File: src/rtl/imem_boot_pkg.sv
// Shared types and defaults for the instruction-memory boot controller.
// Holds the controller state encoding, halt causes and default sizing.
package imem_boot_pkg;

  localparam int DEPTH_DEFAULT      = 64;
  localparam int MAX_CYCLES_DEFAULT = 110;

  typedef enum logic [1:0] {
    ST_IDLE = 2'd0,
    ST_LOAD = 2'd1,
    ST_RUN  = 2'd2,
    ST_HALT = 2'd3
  } state_e;

  typedef enum logic [1:0] {
    HC_NONE        = 2'd0,
    HC_CORE_ERR    = 2'd1,
    HC_FETCH_FAULT = 2'd2,
    HC_TIMEOUT     = 2'd3
  } halt_cause_e;

endpackage

File: src/rtl/imem_ram.sv
// Instruction storage: DEPTH x 32 words, synchronous write, asynchronous read.
// Contents are not reset; the loader defines them.
module imem_ram
  import imem_boot_pkg::*;
#(
  parameter int DEPTH = DEPTH_DEFAULT,
  parameter int AW    = $clog2(DEPTH)
) (
  input  logic          clk,
  input  logic          i_we,
  input  logic [AW-1:0] i_waddr,
  input  logic [31:0]   i_wdata,
  input  logic [AW-1:0] i_raddr,
  output logic [31:0]   o_rdata
);

  logic [31:0] r_mem [DEPTH];

  always_ff @(posedge clk) begin
    if (i_we) begin
      r_mem[i_waddr] <= i_wdata;
    end
  end

  assign o_rdata = r_mem[i_raddr];

endmodule

File: src/rtl/imem_boot_ctrl.sv
// Boot controller: streams a program into instruction memory, runs the core
// with a watchdog cycle limit, and parks it in HALT with a recorded cause.
module imem_boot_ctrl
  import imem_boot_pkg::*;
#(
  parameter int DEPTH      = DEPTH_DEFAULT,
  parameter int MAX_CYCLES = MAX_CYCLES_DEFAULT
) (
  input  logic        clk,
  input  logic        reset,
  input  logic        ld_valid,
  output logic        ld_ready,
  input  logic [31:0] ld_data,
  input  logic        ld_last,
  input  logic        start,
  input  logic        restart,
  output logic        core_reset,
  input  logic [31:0] pc_islemci,
  output logic [31:0] komut_islemci,
  input  logic        hata_islemci,
  output logic [1:0]  state,
  output logic        prog_loaded,
  output logic [1:0]  halt_cause,
  output logic [15:0] cyc_cnt
);

  localparam int AW = $clog2(DEPTH);

  state_e      r_state;
  halt_cause_e r_halt_cause;
  logic [AW-1:0] r_wptr;
  logic          r_core_reset;
  logic          r_prog_loaded;
  logic [15:0]   r_cyc_cnt;

  logic        w_accept;
  logic        w_addr_hi;
  logic        w_fault;
  logic [31:0] w_rdata;

  // Writes are gated by the registered state, so an async reset kills them at once.
  assign w_accept  = (r_state == ST_LOAD) && ld_valid;
  assign w_addr_hi = |pc_islemci[31:AW+2];
  assign w_fault   = (pc_islemci[1:0] != 2'b00) || w_addr_hi;

  imem_ram #(
    .DEPTH (DEPTH),
    .AW    (AW)
  ) u_ram (
    .clk     (clk),
    .i_we    (w_accept),
    .i_waddr (r_wptr),
    .i_wdata (ld_data),
    .i_raddr (pc_islemci[AW+1:2]),
    .o_rdata (w_rdata)
  );

  always_ff @(posedge clk or negedge reset) begin
    if (!reset) begin
      r_state       <= ST_IDLE;
      r_halt_cause  <= HC_NONE;
      r_wptr        <= '0;
      r_core_reset  <= 1'b0;
      r_prog_loaded <= 1'b0;
      r_cyc_cnt     <= '0;
    end else begin
      case (r_state)
        ST_IDLE: begin
          if (ld_valid) begin
            r_state       <= ST_LOAD;
            r_wptr        <= '0;
            r_prog_loaded <= 1'b0;
          end else if (start && r_prog_loaded) begin
            r_state      <= ST_RUN;
            r_cyc_cnt    <= '0;
            r_core_reset <= 1'b1;
          end
        end
        ST_LOAD: begin
          if (ld_valid) begin
            r_wptr <= r_wptr + AW'(1);
            // A full memory ends the load even without ld_last; the rest is dropped.
            if (ld_last || (r_wptr == AW'(DEPTH - 1))) begin
              r_state       <= ST_RUN;
              r_prog_loaded <= 1'b1;
              r_cyc_cnt     <= '0;
              r_core_reset  <= 1'b1;
            end
          end
        end
        ST_RUN: begin
          if (hata_islemci) begin
            r_state      <= ST_HALT;
            r_halt_cause <= HC_CORE_ERR;
            r_core_reset <= 1'b0;
          end else if (w_fault) begin
            r_state      <= ST_HALT;
            r_halt_cause <= HC_FETCH_FAULT;
            r_core_reset <= 1'b0;
          end else if (r_cyc_cnt == 16'(MAX_CYCLES - 1)) begin
            r_state      <= ST_HALT;
            r_halt_cause <= HC_TIMEOUT;
            r_core_reset <= 1'b0;
          end else if (r_cyc_cnt != 16'hFFFF) begin
            r_cyc_cnt <= r_cyc_cnt + 16'd1;
          end
        end
        ST_HALT: begin
          if (restart) begin
            r_state      <= ST_IDLE;
            r_halt_cause <= HC_NONE;
          end
        end
        default: begin
          r_state <= ST_IDLE;
        end
      endcase
    end
  end

  assign ld_ready      = (r_state == ST_LOAD);
  assign komut_islemci = w_addr_hi ? 32'h0 : w_rdata;
  assign core_reset    = r_core_reset;
  assign state         = r_state;
  assign prog_loaded   = r_prog_loaded;
  assign halt_cause    = r_halt_cause;
  assign cyc_cnt       = r_cyc_cnt;

endmodule
File: config.mk
export PLATFORM = sky130hd
export DESIGN_NAME = imem_boot_ctrl
export DESIGN_NICKNAME = d
export VERILOG_FILES = /design/src/rtl/imem_boot_pkg.sv /design/src/rtl/imem_ram.sv /design/src/rtl/imem_boot_ctrl.sv
export SDC_FILE = /design/constraint.sdc
export NUM_CORES = 2
export LEC_CHECK = 0
export CAP_MARGIN = 10
export CELL_PAD_IN_SITES_DETAIL_PLACEMENT = 1
export CELL_PAD_IN_SITES_GLOBAL_PLACEMENT = 2
export CORE_UTILIZATION = 54
export DETAILED_ROUTE_END_ITERATION = 12
export HOLD_SLACK_MARGIN = 0.15
export PLACE_DENSITY = 0.92
export SKIP_CTS_REPAIR_TIMING = 1
export SYNTH_ARGS = -nofsm -noshare
export SYNTH_HDL_FRONTEND = slang
export SYNTH_SLANG_ARGS = --single-unit
File: constraint.sdc
create_clock -name clk -period 12.68 [get_ports clk]
set_input_delay 2.536 -clock clk [delete_from_list [all_inputs] [get_ports clk]]
set_output_delay 2.536 -clock clk [all_outputs]
set_load 0.1 [all_outputs]
======== Word-level counts from Yosys, hierarchy flattened ========
Memories as Yosys holds them, arrays and structs flattened.
Cells that the tools add are included.
word-level totals
  output and inout port bits .............. 55
  word-level logic and storage cells ...... 80
  bits in writable memories ............... 2048
  memories kept ........................... 1
  flip-flop bits (word level) ............. 28
  bits of input ports ..................... 71
memories
  memory       words  width  read ports  clocked after Yosys merged registers in  write ports  line            text
  u_ram.r_mem  64     32     1           0                                        1            imem_ram.sv:17  logic [31:0] r_mem [DEPTH];
operators by class
  reduce and logical (&&, ||, !) cells .... 16
  muxes and demuxes ....................... 37
  equality and inequality tests ........... 18
  add/subtract/negate cells ............... 2
operator list
  operator                                               count
  2-to-1 mux 16 bit                                      8
  one-hot mux 16 bit (3 select lines)                    1
  2-to-1 mux 32 bit                                      1
  OR reduction 24 bit                                    1
  2-to-1 mux 2 bit                                       10
  != test 2 bit (second input constant)                  9
  adder 16 x 1 -> 16 bit (second input constant)         1
  equality test 16 x 7 -> 1 bit (second input constant)  1
  != test 16 bit (second input constant)                 1
  2-to-1 mux 6 bit                                       2
  one-hot mux 6 bit (2 select lines)                     1
  2-to-1 mux 1 bit                                       10
  AND reduction 9 bit                                    1
  one-hot mux 2 bit (4 select lines)                     1
  adder 6 x 1 -> 6 bit (second input constant)           1
  equality test 6 bit (second input constant)            1
  AND reduction 3 bit                                    2
  AND reduction 6 bit                                    1
  nonzero test 2 bit                                     3
  AND reduction 5 bit                                    1
  equality test 2 bit (second input constant)            2
  != test 4 bit (second input constant)                  1
  one-hot mux 2 bit (2 select lines)                     1
  AND reduction 4 bit                                    1
  other kinds (9)                                        11

======== Depth between registers and ports, before layout ========
  depth after elaboration ................. 6
  gate-level depth with buffers ........... 12

======== Cells and area by module ========
From an unflattened synthesis, not the netlist that was laid out.
unflattened totals
  cell total of the unflattened synthesis .. 3522
  area, all modules ....................... 79836.6 µm²
modules (own cells, without submodules)
  module          times used  cells each  area each (µm²)
  imem_ram        1           3292        77874.7
  imem_boot_ctrl  1           230         1961.9

======== Least setup slack after synthesis ========
OpenSTA, ideal clock, no wires.
  path kind ............................... input to output
  start point ............................. input port pc_islemci[2]
  end point ............................... output port komut_islemci[0]
  path buffers ............................ 3
  stages .................................. 8
  required time ........................... 10.144 ns
  setup slack ............................. 1.831 ns
  arrival time ............................ 8.313 ns
  cell sequence ........................... buf_4 buf_6 buf_4 mux4_2 mux2i_1 o221ai_1 a21oi_1 a2111oi_0
on the way
  longest elaborated chain between the ends .. 2
ends and longest elaborated chain
  what                       line                   text
  start: declaration         imem_boot_ctrl.sv:18   input logic [31:0] pc_islemci,
  memory read (64 x 32 bit)  n/a
  2-to-1 mux 32 bit          imem_boot_ctrl.sv:122  assign komut_islemci = w_addr_hi ? 32'h0 : w_rdata;
  end: declaration           imem_boot_ctrl.sv:19   output logic [31:0] komut_islemci,
No other way between the ends.

======== Worst setup path in the final report ========
  start point ............................. input port pc_islemci[12]
  end point ............................... output port komut_islemci[9]
on the way
  longest elaborated chain between the ends .. 2
ends and longest elaborated chain
  what                 line                   text
  OR reduction 24 bit  imem_boot_ctrl.sv:43   assign w_addr_hi = |pc_islemci[31:AW+2];
  2-to-1 mux 32 bit    imem_boot_ctrl.sv:122
No other way between the ends.

==> metrics.yaml <==
routing:
  detail_route.wirelength.met1_mm: 85.35
  drt_first_iter_violations: 6587
  num_vias: 43720
  dr.pass1.iters: 5
  drc_errors: 0
  routed_wl_mm: 247.2
  met2WireLength_mm: 118.3
  via_per_inst: 7.240
  met3RoutedLength_mm: 30.57
  routedWlPerCell_um: 40.93
  final_antenna_net_count: 0
  top_layer: "met5"
final_layout:
  final_cell_mix: "2048 x edfxtp_1, 501 x mux4_2, 199 x clkbuf_16"
  area_delta_synth_final_pct: 12.76
  layout_commonest_cell: "edfxtp_1"
  final_cells: 6039
  final_nets: 4020
  drive_gt1_frac: 0.2536
  final_area_um2: 90710
grt:
  antenna_found_initial: 10
  globalRouteTotalUtil: 0.3288
  grt_pass1_vias: 45360
  grt_pass1_wl_mm: 342.5
  grt_max_degree: 146
  grt-ovfl-total: 0
hold_path:
  min_delay_path_depth: 2
  hp-start: "prog_loaded"
  hold_end: "prog_loaded"
  min_path_type: "flip-flop to flip-flop"
worst_setup_path:
  r2r_cells: 5
  arrival_ps: 7690
  r2r-end: "u_ram.r_mem[5][24]"
  worst_setup_path_start_kind: "input pin"
  cp-end-kind: "output port"
  r2r_setup_slack_ps: 8860
  cp.required_ps: 10140
  critical_path_class: "input pin to output port"
  r2r_start: "state[1]"
  path_max_fanout: 12
clocking:
  cts-buffers-inserted: 195
  cts_buffer_depth: 3
  cts_max_level: 4
  root_buffer: "clkbuf_16"
  clock_latency_ps: 830
  tritoncts: "done"
  clock-sinks: 2076
  clkSlewWorstSetupHoldPaths_ps: 60
synth:
  ys.warnings.count: 0
  synth_top_cell_area_share: 0.7645
  yosys.area.top_type: "edfxtp_1"
  avgSynthCellArea_um2: 21.71
  synthArstFlopShare: 0.01349
  synth_edf_count: 2048
  yosysSeqAreaShare: 0.7732
  synth_cell_types: 69
  synth_seq_cells: 2076
  synth_area_leaders: "edfxtp_1 76%, mux4_2 14%, mux2i_1 1.1%"
  syn_inst: 3705
  syn-num-nets: 3783
  syn_area_um2: 80440
  synth-main-ff-cell: "edfxtp_1"
run_status:
  status: "complete, no violations"
job:
  maxCapViolations: 0
pwr:
  ir_drop_uv: 175.4
  power_density_nw_per_um2: 160.9
  leakage_nw: 28.29
floorplanning:
  die_area_um2: 150500
  core_um2: 147800
  die_x_um: 388.0
  num_rows: 141
  io_pins: 126
  die-height_um: 388.0
  initial_core_util: 0.5441
sta:
  hold_viol_final: 0
  final-max-slew-violation-count: 0
  setup-violations-final: 0
  slew_headroom: 0.1552
  fmax_ghz: 0.09783
  worst_pin_slew_ps: 1267
  rsz0062_at_grt: "no"
  period_minus_slack_ps: 10220
  fin_tns_setup_ps: 0
  fin_skew_ps: 22.08
  period_share: 0.8061
placed_design:
  dp.cells: 5670
  placed_cell_area_um2: 84290
  port_buffers: 125
  place_hpwl_mm: 124.5
  gp_congestion: 0.7942
## metrics by stage
stage | util | total power, mW | worst slack [ps] | hold slack (ps)
5_1_grt | 0.6135 | 14.85 | 2671 | 573.6
4_1_cts | 0.6129 | 14.61 | 2696 | 542.0
6_report | 0.6135 | 14.60 | 2459 | 528.9
2_1_floorplan | - | 8.394 | 1831 | 604.3
3_3_place_gp | 0.5702 | 8.763 | 2849 | 506.8
3_5_place_dp | 0.5702 | 8.806 | 2656 | 518.9
## sequential cells by signal, summed over array words and instances (netlist names)
| register | cells |
|---|---|
| cyc_cnt | 16 |
| r_wptr | 6 |
| state | 2 |
| halt_cause | 2 |
| core_reset | 1 |
| u_ram.r_mem | 2048 |
| prog_loaded | 1 |
## power by group
group          switching, mW  internal (mW)
clock                   2.62           3.29
combinational          0.718          0.314
sequential            0.0499           7.61
## cell usage after synthesis (all sizes together), types with 22 or more instances
library cell  number
a21oi             67
nor2b             25
dfrtp             28
clkbuf            54
mux4             501
edfxtp          2048
mux2i             91
nand2            153
nand3             55
o21ai             48
a22oi             46
a32oi             22
nor2             117
buf              145
## logic make-up after synthesis
family	share of synthesized area
DFF	0.7732
muxes	0.1545
and+or+nand+nor	0.02587
AOI/OAI and AO/OA	0.03074
buffers and inverters	0.01456
adders and majority gates	0.001089
## worst max-delay path, stage by stage
cell             delay (ps)
clkdlybuf4s50_1         410
or4_1                   540
nor2_1                  600
and2_1                  250
buf_4                   370
nand2_1                 560
o21ai_0                1070
clkdlybuf4s50_1        1300
## worst max-delay path by stage
stage	slack, ps	cells after the start	startpoint	to
after floorplan	1830	8	pc_islemci[2]	komut_islemci[0]
after global routing	2670	9	pc_islemci[12]	komut_islemci[10]
after detailed placement	2660	9	pc_islemci[12]	komut_islemci[10]
after global placement	2850	9	pc_islemci[12]	komut_islemci[10]
final	2460	8	pc_islemci[12]	komut_islemci[9]
after CTS	2700	9	pc_islemci[12]	komut_islemci[10]
## routing by layer
layer / up-vias / track usage
met5: - / 0
met4: 10 / 0.1574
met3: 760 / 0.08740
met2: 3906 / 0.5201
met1: 22890 / 0.4280
li1: 16160 / -
## layout make-up
type | instances | area, um^2
Timing Repair Buffer | 239 | 2131
Tap cell | 1930 | 2415
Clock inverter | 134 | 1212
Fill cell | 12040 | 57130
Multi-Input combinational cell | 1413 | 17570
Inverter | 17 | 67.56
Clock buffer | 226 | 5101
Antenna cell | 4 | 10.01
Sequential cell | 2076 | 62200
No activity file was read; power rests on OpenSTA's default activity.
